--- src/rtl/hex_page_display.sv ---
// hex_page_display: multiplexed common-anode seven-segment viewer for one byte
// of a TX or RX buffer. Shows the byte, the hex page index and a t/r glyph.
// Paging uses debounced buttons with hold-to-repeat. A per-page "new RX data"
// flag lights the decimal point on the mode digit.

// One button: two-flop synchroniser, counter debounce, rising-edge press pulse.
// After reset the button is blocked until it has been seen released for a full
// debounce window, so a press held through reset never produces an event.
module hex_page_display_btn #(
  parameter int unsigned CYCLES = 3
) (
  input  logic clk,
  input  logic rst,
  input  logic btn_i,
  output logic level_o,
  output logic press_o
);
  localparam int unsigned   CW   = $clog2(CYCLES + 1);
  localparam logic [CW-1:0] CMAX = CW'(CYCLES);

  logic          s1_q, s1_d, s2_q, s2_d;
  logic          db_q, db_d, dbp_q, dbp_d;
  logic          blk_q, blk_d;
  logic [CW-1:0] cnt_q, cnt_d;

  // Sync chain; the counter runs only while the synced level differs from the
  // accepted one (or, while blocked, while the button reads released).
  always_comb begin
    s1_d  = btn_i;
    s2_d  = s1_q;
    dbp_d = db_q;
    db_d  = db_q;
    blk_d = blk_q;
    cnt_d = '0;
    if (blk_q) begin
      if (!s2_q) begin
        if (cnt_q == CMAX) blk_d = 1'b0;
        else               cnt_d = cnt_q + CW'(1);
      end
    end else if (s2_q != db_q) begin
      if (cnt_q == CMAX) db_d  = s2_q;
      else               cnt_d = cnt_q + CW'(1);
    end
  end

  // State registers; reset leaves the button blocked.
  always_ff @(posedge clk) begin
    if (rst) begin
      s1_q  <= 1'b0;
      s2_q  <= 1'b0;
      db_q  <= 1'b0;
      dbp_q <= 1'b0;
      blk_q <= 1'b1;
      cnt_q <= '0;
    end else begin
      s1_q  <= s1_d;
      s2_q  <= s2_d;
      db_q  <= db_d;
      dbp_q <= dbp_d;
      blk_q <= blk_d;
      cnt_q <= cnt_d;
    end
  end

  assign level_o = db_q;
  assign press_o = db_q & ~dbp_q;
endmodule

module hex_page_display #(
  parameter int unsigned NUM_DIGITS      = 4,
  parameter int unsigned DEPTH           = 4,
  parameter int unsigned REFRESH_DIV     = 100000,
  parameter int unsigned DEBOUNCE_CYCLES = 500000,
  parameter int unsigned REPEAT_DELAY    = 50000000,
  parameter int unsigned REPEAT_RATE     = 10000000,
  localparam int unsigned PW             = $clog2(DEPTH)
) (
  input  logic                  clk,
  input  logic                  rst,
  input  logic                  left,
  input  logic                  right,
  input  logic                  switch_memory,
  input  logic [DEPTH*8-1:0]    TXBUF,
  input  logic [DEPTH*8-1:0]    RXBUF,
  input  logic                  rx_wr,
  input  logic [PW-1:0]         rx_wr_idx,
  output logic [0:6]            seg,
  output logic [NUM_DIGITS-1:0] an,
  output logic                  dp,
  output logic [PW-1:0]         page,
  output logic                  memory
);
  localparam int unsigned PG        = (PW + 3) / 4;
  localparam int unsigned MODE_SLOT = 2 + PG;
  localparam int unsigned SW        = $clog2(NUM_DIGITS);
  localparam int unsigned DVW       = (REFRESH_DIV > 1) ? $clog2(REFRESH_DIV) : 1;
  localparam int unsigned RW        = $clog2(REPEAT_DELAY + 1);

  localparam logic [DVW-1:0] DVMAX   = DVW'(REFRESH_DIV - 1);
  localparam logic [SW-1:0]  SLAST   = SW'(NUM_DIGITS - 1);
  localparam logic [SW-1:0]  SMODE   = SW'(MODE_SLOT);
  localparam logic [RW-1:0]  RMAX    = RW'(REPEAT_DELAY);
  // After a repeat step the counter is pulled back so the next one lands
  // REPEAT_RATE cycles later (assumes REPEAT_RATE <= REPEAT_DELAY).
  localparam logic [RW-1:0]  RRELOAD = RW'(REPEAT_DELAY - REPEAT_RATE + 1);

  localparam logic [0:6] G_BLANK = 7'b1111111;
  localparam logic [0:6] G_T     = 7'b1110000;
  localparam logic [0:6] G_R     = 7'b1111010;

  function automatic logic [0:6] hex7(input logic [3:0] n);
    case (n)
      4'h0: hex7 = 7'b0000001;
      4'h1: hex7 = 7'b1001111;
      4'h2: hex7 = 7'b0010010;
      4'h3: hex7 = 7'b0000110;
      4'h4: hex7 = 7'b1001100;
      4'h5: hex7 = 7'b0100100;
      4'h6: hex7 = 7'b0100000;
      4'h7: hex7 = 7'b0001111;
      4'h8: hex7 = 7'b0000000;
      4'h9: hex7 = 7'b0000100;
      4'hA: hex7 = 7'b0001000;
      4'hB: hex7 = 7'b1100000;
      4'hC: hex7 = 7'b0110001;
      4'hD: hex7 = 7'b1000010;
      4'hE: hex7 = 7'b0110000;
      default: hex7 = 7'b0111000;
    endcase
  endfunction

  // Buttons: bit 0 = left, 1 = right, 2 = switch_memory.
  logic [2:0] lvl, prs;
  logic       unused_sw_lvl;

  hex_page_display_btn #(.CYCLES(DEBOUNCE_CYCLES)) u_btn [2:0] (
    .clk     (clk),
    .rst     (rst),
    .btn_i   ({switch_memory, right, left}),
    .level_o (lvl),
    .press_o (prs)
  );

  assign unused_sw_lvl = lvl[2];

  logic [1:0][RW-1:0]    rep_q, rep_d;
  logic [1:0]            elig, rep_step;
  logic [PW-1:0]         page_q, page_d;
  logic                  mem_q, mem_d;
  logic [DEPTH-1:0]      flags_q, flags_d;
  logic                  arr_q, arr_d;
  logic                  new_q, new_d;
  logic                  inc, dec, chg, hit;
  logic [DVW-1:0]        div_q, div_d;
  logic [SW-1:0]         slot_q, slot_d;
  logic [0:6]            seg_q, seg_d;
  logic [NUM_DIGITS-1:0] an_q, an_d;
  logic                  dp_q, dp_d;
  logic [7:0]            byte_sel;
  logic [4*PG-1:0]       pg_ext;

  // Auto-repeat: counts held cycles from the press; only one direction held.
  always_comb begin
    rep_d    = rep_q;
    rep_step = '0;
    elig[0]  = lvl[0] & ~lvl[1];
    elig[1]  = lvl[1] & ~lvl[0];
    for (int i = 0; i < 2; i++) begin
      rep_step[i] = elig[i] && (rep_q[i] == RMAX);
      if (!elig[i])         rep_d[i] = '0;
      else if (rep_step[i]) rep_d[i] = RRELOAD;
      else                  rep_d[i] = rep_q[i] + RW'(1);
    end
  end

  // Page/memory stepping and new-data flag bookkeeping.
  always_comb begin
    inc    = prs[1] | rep_step[1];
    dec    = prs[0] | rep_step[0];
    page_d = page_q;
    if (inc && !dec)      page_d = page_q + PW'(1);
    else if (dec && !inc) page_d = page_q - PW'(1);
    mem_d = mem_q ^ prs[2];
    chg   = (page_d != page_q) || (mem_d != mem_q);
    // arr_q marks the first cycle a page is on screen in RX mode.
    arr_d = chg && mem_d;
    // A write to the page being shown is seen immediately; it lights dp
    // without leaving a flag behind.
    hit     = rx_wr && mem_q && (rx_wr_idx == page_q) && !chg;
    flags_d = flags_q;
    if (arr_q)          flags_d[page_q]    = 1'b0;
    if (rx_wr && !hit)  flags_d[rx_wr_idx] = 1'b1;
    new_d = new_q;
    if (chg)        new_d = 1'b0;
    else if (arr_q) new_d = flags_q[page_q] | hit;
    else if (hit)   new_d = 1'b1;
  end

  // Digit slot sequencing and the glyph/enable for the current slot.
  always_comb begin
    div_d  = div_q + DVW'(1);
    slot_d = slot_q;
    if (div_q == DVMAX) begin
      div_d  = '0;
      slot_d = (slot_q == SLAST) ? '0 : slot_q + SW'(1);
    end
    byte_sel = mem_q ? RXBUF[{page_q, 3'b000} +: 8] : TXBUF[{page_q, 3'b000} +: 8];
    pg_ext          = '0;
    pg_ext[PW-1:0]  = page_q;
    seg_d = G_BLANK;
    an_d  = '1;
    dp_d  = 1'b1;
    if (slot_q == SW'(0)) seg_d = hex7(byte_sel[3:0]);
    if (slot_q == SW'(1)) seg_d = hex7(byte_sel[7:4]);
    for (int i = 0; i < PG; i++)
      if (slot_q == SW'(2 + i)) seg_d = hex7(pg_ext[4*i +: 4]);
    if (slot_q == SMODE) begin
      seg_d = mem_q ? G_R : G_T;
      dp_d  = ~(mem_q & new_q);
    end
    if (slot_q <= SMODE) an_d = ~(NUM_DIGITS'(1) << slot_q);
  end

  // All state; seg/an/dp are registered together so they always agree.
  always_ff @(posedge clk) begin
    if (rst) begin
      rep_q   <= '0;
      page_q  <= '0;
      mem_q   <= 1'b0;
      flags_q <= '0;
      arr_q   <= 1'b0;
      new_q   <= 1'b0;
      div_q   <= '0;
      slot_q  <= '0;
      seg_q   <= G_BLANK;
      an_q    <= '1;
      dp_q    <= 1'b1;
    end else begin
      rep_q   <= rep_d;
      page_q  <= page_d;
      mem_q   <= mem_d;
      flags_q <= flags_d;
      arr_q   <= arr_d;
      new_q   <= new_d;
      div_q   <= div_d;
      slot_q  <= slot_d;
      seg_q   <= seg_d;
      an_q    <= an_d;
      dp_q    <= dp_d;
    end
  end

  assign seg    = seg_q;
  assign an     = an_q;
  assign dp     = dp_q;
  assign page   = page_q;
  assign memory = mem_q;
endmodule

--- config.mk ---
export PLATFORM = sky130hd
export DESIGN_NAME = hex_page_display
export DESIGN_NICKNAME = d
export VERILOG_FILES = /design/src/rtl/hex_page_display.sv
export SDC_FILE = /design/constraint.sdc
export NUM_CORES = 1
export LEC_CHECK = 0
export ABC_AREA = 1
export BUFFER_PORTS_ARGS = -buffer_cell sky130_fd_sc_hd__buf_2
export CAP_MARGIN = 15
export CORE_UTILIZATION = 54
export CTS_CLUSTER_DIAMETER = 100
export CTS_CLUSTER_SIZE = 30
export DETAILED_ROUTE_END_ITERATION = 10
export MAX_ROUTING_LAYER = met4
export PLACE_DENSITY = 0.77
export SLEW_MARGIN = 0
export SYNTH_ARGS = -nofsm -noshare
export SYNTH_HDL_FRONTEND = slang
export SYNTH_SLANG_ARGS = --single-unit
--- constraint.sdc ---
create_clock -name clk -period 2.09 [get_ports clk]
set_input_delay 0 -clock clk [delete_from_list [all_inputs] [get_ports clk]]
set_output_delay 0 -clock clk [all_outputs]
set_load 0.01 [all_outputs]
==> results.tsv <==
stage	metric	value	unit
status	status	finished, final reports clean	
clock_tree	TritonCTS clock tree	done	
critical_path	depth of the worst register-to-register path	16	
pwr	Reg power frac	49.1	%
pwr	Pwr per Cell Area	623	mW/mm^2
critical_path	worst reg2reg setup slack	120	ps
pwr	Sw Share	22.7	%
die	Chip Height	130	um
clock_tree	Clock Tree Buf Depth	2	
die	# IOs	87	
routing	Post-DRT Antenna Nets	0	
finish	post-layout instance area	0.0104	sq mm
logic_synthesis	syn_nets	1407	
logic_synthesis	synth top area cells	dfxtp_1 37%, nand2_1 11%, nor2_1 8.8%	
sta	hold_ws	268	ps
critical_path	type of origin of the critical path	flop	
global_routing	global-route wire length before repair	33.9	mm
clock_tree	clock latency at the later pin of the worst-skew pair	420	ps
sta	Rel. slew slack	69.7	%
clock_tree	htree depth	4	
logic_synthesis	Synth Warn #	0	
critical_path	Critical Path Sink Type	flop	
finish	Layout area overhead	18.8	%
logic_synthesis	most frequent cell after synthesis	nand2_1	
logic_synthesis	Post-Synth Simple-Gate Area	35.0	%
global_routing	vias in the first global route	7591	
logic_synthesis	synth cell count leaders	257 x nand2_1, 207 x nor2_1, 175 x inv_1	
die	core area	0.0159	sq mm
critical_path	CP Depth	16	
routing	Vias	8558	
pwr	worst IR drop on VDD	0.000588	V
sta	endpoints failing setup	0	
logic_synthesis	number of synthesized register bits	164	
logic_synthesis	top_reg_cell synth	dfxtp_1	
pwr	Internal	5.02	mW
place	gp weighted congestion	0.881	
hold_path	Hold WC Path Type	input pin to flop	
pwr	Power, Total	6.50	mW
global_routing	GRT Overall Usage	25.7	%
critical_path	Critical Path Fanout Max	15	
sta	RSZ-0062 raised after global routing	true	
logic_synthesis	post-synthesis instance total	1305	
critical_path	CP endpoint	seg[3]	
sta	crit share post-route	94.2	%
critical_path	WP data required	2410	ps
clock_tree	CTS sink count	164	
finish	Diodes inserted	0	
clock_tree	clock root cell	clkbuf_16	
critical_path	Crit Reg-Reg Startpoint	memory	
logic_synthesis	Post-Syn Area	0.00878	sq mm
sta	Slew @ Worst Pin	454	ps
place	placed cell count	1613	
critical_path	delay-heaviest family, CP	simple AND/OR/NAND/NOR gates	
finish	nets@finish	1533	
logic_synthesis	number of enable flip-flop cells after synthesis	0	
critical_path	worst path cell trace	buf_12, nor2_1, nor2_1, o21ai_1, nand3_1, o21ai_4, buf_6, ha_2, inv_1, nand2_1, nand3_1, nand3_1, nand3_1, nand2_1, nand2_1, nand2_1	
critical_path	FF-to-FF End	seg[3]	
routing	DRC	0	
clock_tree	clk slew on worst S/H paths	70	ps
critical_path	Critical path origin	memory	
critical_path	Max stage delay on crit path	370	ps
hold_path	Hold Path Depth	9	
pwr	Pleak	4.17	nW
finish	fin cells	1657	
global_routing	Overflow after GRT	0	
sta	skew final	8.29	ps
critical_path	buffers and inverters on the worst path	3	
logic_synthesis	post-synthesis mux area share	0	%
place	IO buf count	86	
logic_synthesis	Unique masters post-synth	46	
sta	f_max	0.508	GHz
global_routing	initial antenna violation count	0	
finish	share of layout cells above drive strength 1	15.2	%
logic_synthesis	share of the synthesized area in the top cell type	37.4	%
logic_synthesis	Synth Area per Inst	6.73	sq um
routing	drt pass-1 iters	6	
pwr	P_sw	1.48	mW
run	Max Cap Viol	0	
logic_synthesis	post-synthesis sequential area ratio	37.4	%
sta	Worst Setup Slack, final	122	ps
logic_synthesis	area leader, netlist	dfxtp_1	
place	Setup WS pre-CTS	34.2	ps
logic_synthesis	post-synthesis adder-cell area fraction	4.27	%
sta	setup_tns	0	ps
critical_path	Arrival @ worst endpoint	2290	ps
routing	Via density	5.16	
global_routing	largest net degree at the start of global routing	30	
routing	Detailed Route WL	20.6	mm
critical_path	Setup CP Type	flop to flop	
clock_tree	CTS buffer count	17	
die	chip width	130	um
logic_synthesis	xor and xnor area share after synthesis	3.09	%
critical_path	CP max-delay cell	dfxtp_4	
logic_synthesis	largest family of logic cells by synthesized area	simple AND/OR/NAND/NOR gates	
logic_synthesis	ys async rst share	0	%
routing	Avg WL per Cell	12.4	um
pwr	clock share of power	44.5	%
routing	DRT iter0 DRCs	662	
sta	Final Critical Period	1970	ps
die	Initial Utilization	55.3	%
place	Area after DPL	0.00961	sq mm
die	FP Rows	46	
sta	final hold vios	0	
finish	fin util	65.7	%
logic_synthesis	Compound-Gate Fraction of Synth Area	10.7	%
place	hpwl dp	15.0	mm
sta	pins over their slew limit	0	
die	DIE AREA	0.0168	sq mm
pwr	Comb power frac	6.4	%
==> kinds of logic (layout without fill, tap and decap cells) <==
logic type,after synthesis,count (layout)
buf+inv,214,350
fa+ha+maj,30,30
xor+xnor,31,31
flops,164,164
simple gates,694,694
compound gates,172,172
==> routing by layer <==
layer	track usage (%)	vias to the layer above	routed length [um]
li1	-	4456	-
met1	30.9	3809	9410
met2	42.0	239	9470
met3	4.87	54	1100
met4	11.1	0	624
met5	-	-	0
==> cell usage in the layout, fill, tap and decap left out, types with 14 or more instances in the layout <==
cell type,n
buf_4,29
clkbuf_16,18
nand3_1,93
nand2_1,253
buf_2,86
ha_1,27
nor3_1,42
dfxtp_1,162
inv_2,14
xor2_1,24
inv_1,173
o21ai_0,54
a21oi_1,75
nor2_1,203
nand4_1,25
==> how the worst min path moves through the flow <==
| stage | slack [ps] | startpoint | endpoint |
|---|---|---|---|
| finish | 270 | RXBUF[4] | seg[1] |
| global route | 350 | RXBUF[4] | seg[1] |
| CTS | 290 | RXBUF[3] | seg[0] |
| detailed placement | 210 | right | u_btn[1].s1_q |
| global placement | 200 | right | u_btn[1].s1_q |
| floorplan | 110 | left | u_btn[0].s1_q |
==> registers in the layout (all words and copies together), names as in the netlist, 2 cells and up <==
name	count
page	2
flags_q	4
u_btn.blk_q	3
seg	7
slot_q	2
rep_q	52
u_btn.s2_q	3
u_btn.cnt_q	57
an	4
u_btn.s1_q	3
u_btn.dbp_q	3
div_q	17
u_btn.level_o	3
==> timing repair <==
item                                    CTS  global route
hold buffers                             11             0
buffers inserted                          0             3
endpoints found under the hold margin    11             0
endpoints found under the setup margin    0            14
resized for setup                         0            40
==> worst reg2reg max path: stages, from the launching register on <==
cell and delay (ps):
dfxtp_4 370, buf_12 140, nor2_1 60, nor2_1 70, o21ai_1 80, nand3_1 140, o21ai_4 100, buf_6 140
ha_2 160, inv_1 130, nand2_1 70, nand3_1 60, nand3_1 90, nand3_1 110, nand2_1 60, nand2_1 50
nand2_1 40
==> area by class of cell <==
| cell class | instances | area (sq um) |
|---|---|---|
| repair buffers | 131 | 850 |
| multi-input cells | 927 | 4770 |
| flip-flops and latches | 164 | 3290 |
| well taps | 216 | 270 |
| clock buffers | 20 | 457 |
| inverters | 190 | 721 |
| fillers | 1414 | 5450 |
| clock inverters | 9 | 81.3 |
==> power groups by stage <==
stage	sequential, mW	clock (mW)	combinational, mW
3_3_place_gp	3.26	0	0.374
5_1_grt	3.19	3.08	0.473
3_5_place_dp	3.26	0	0.373
6_report	3.19	2.89	0.415
4_1_cts	3.19	2.94	0.393
2_1_floorplan	3.26	0	0.209
Power figures use the tool's default switching activity.
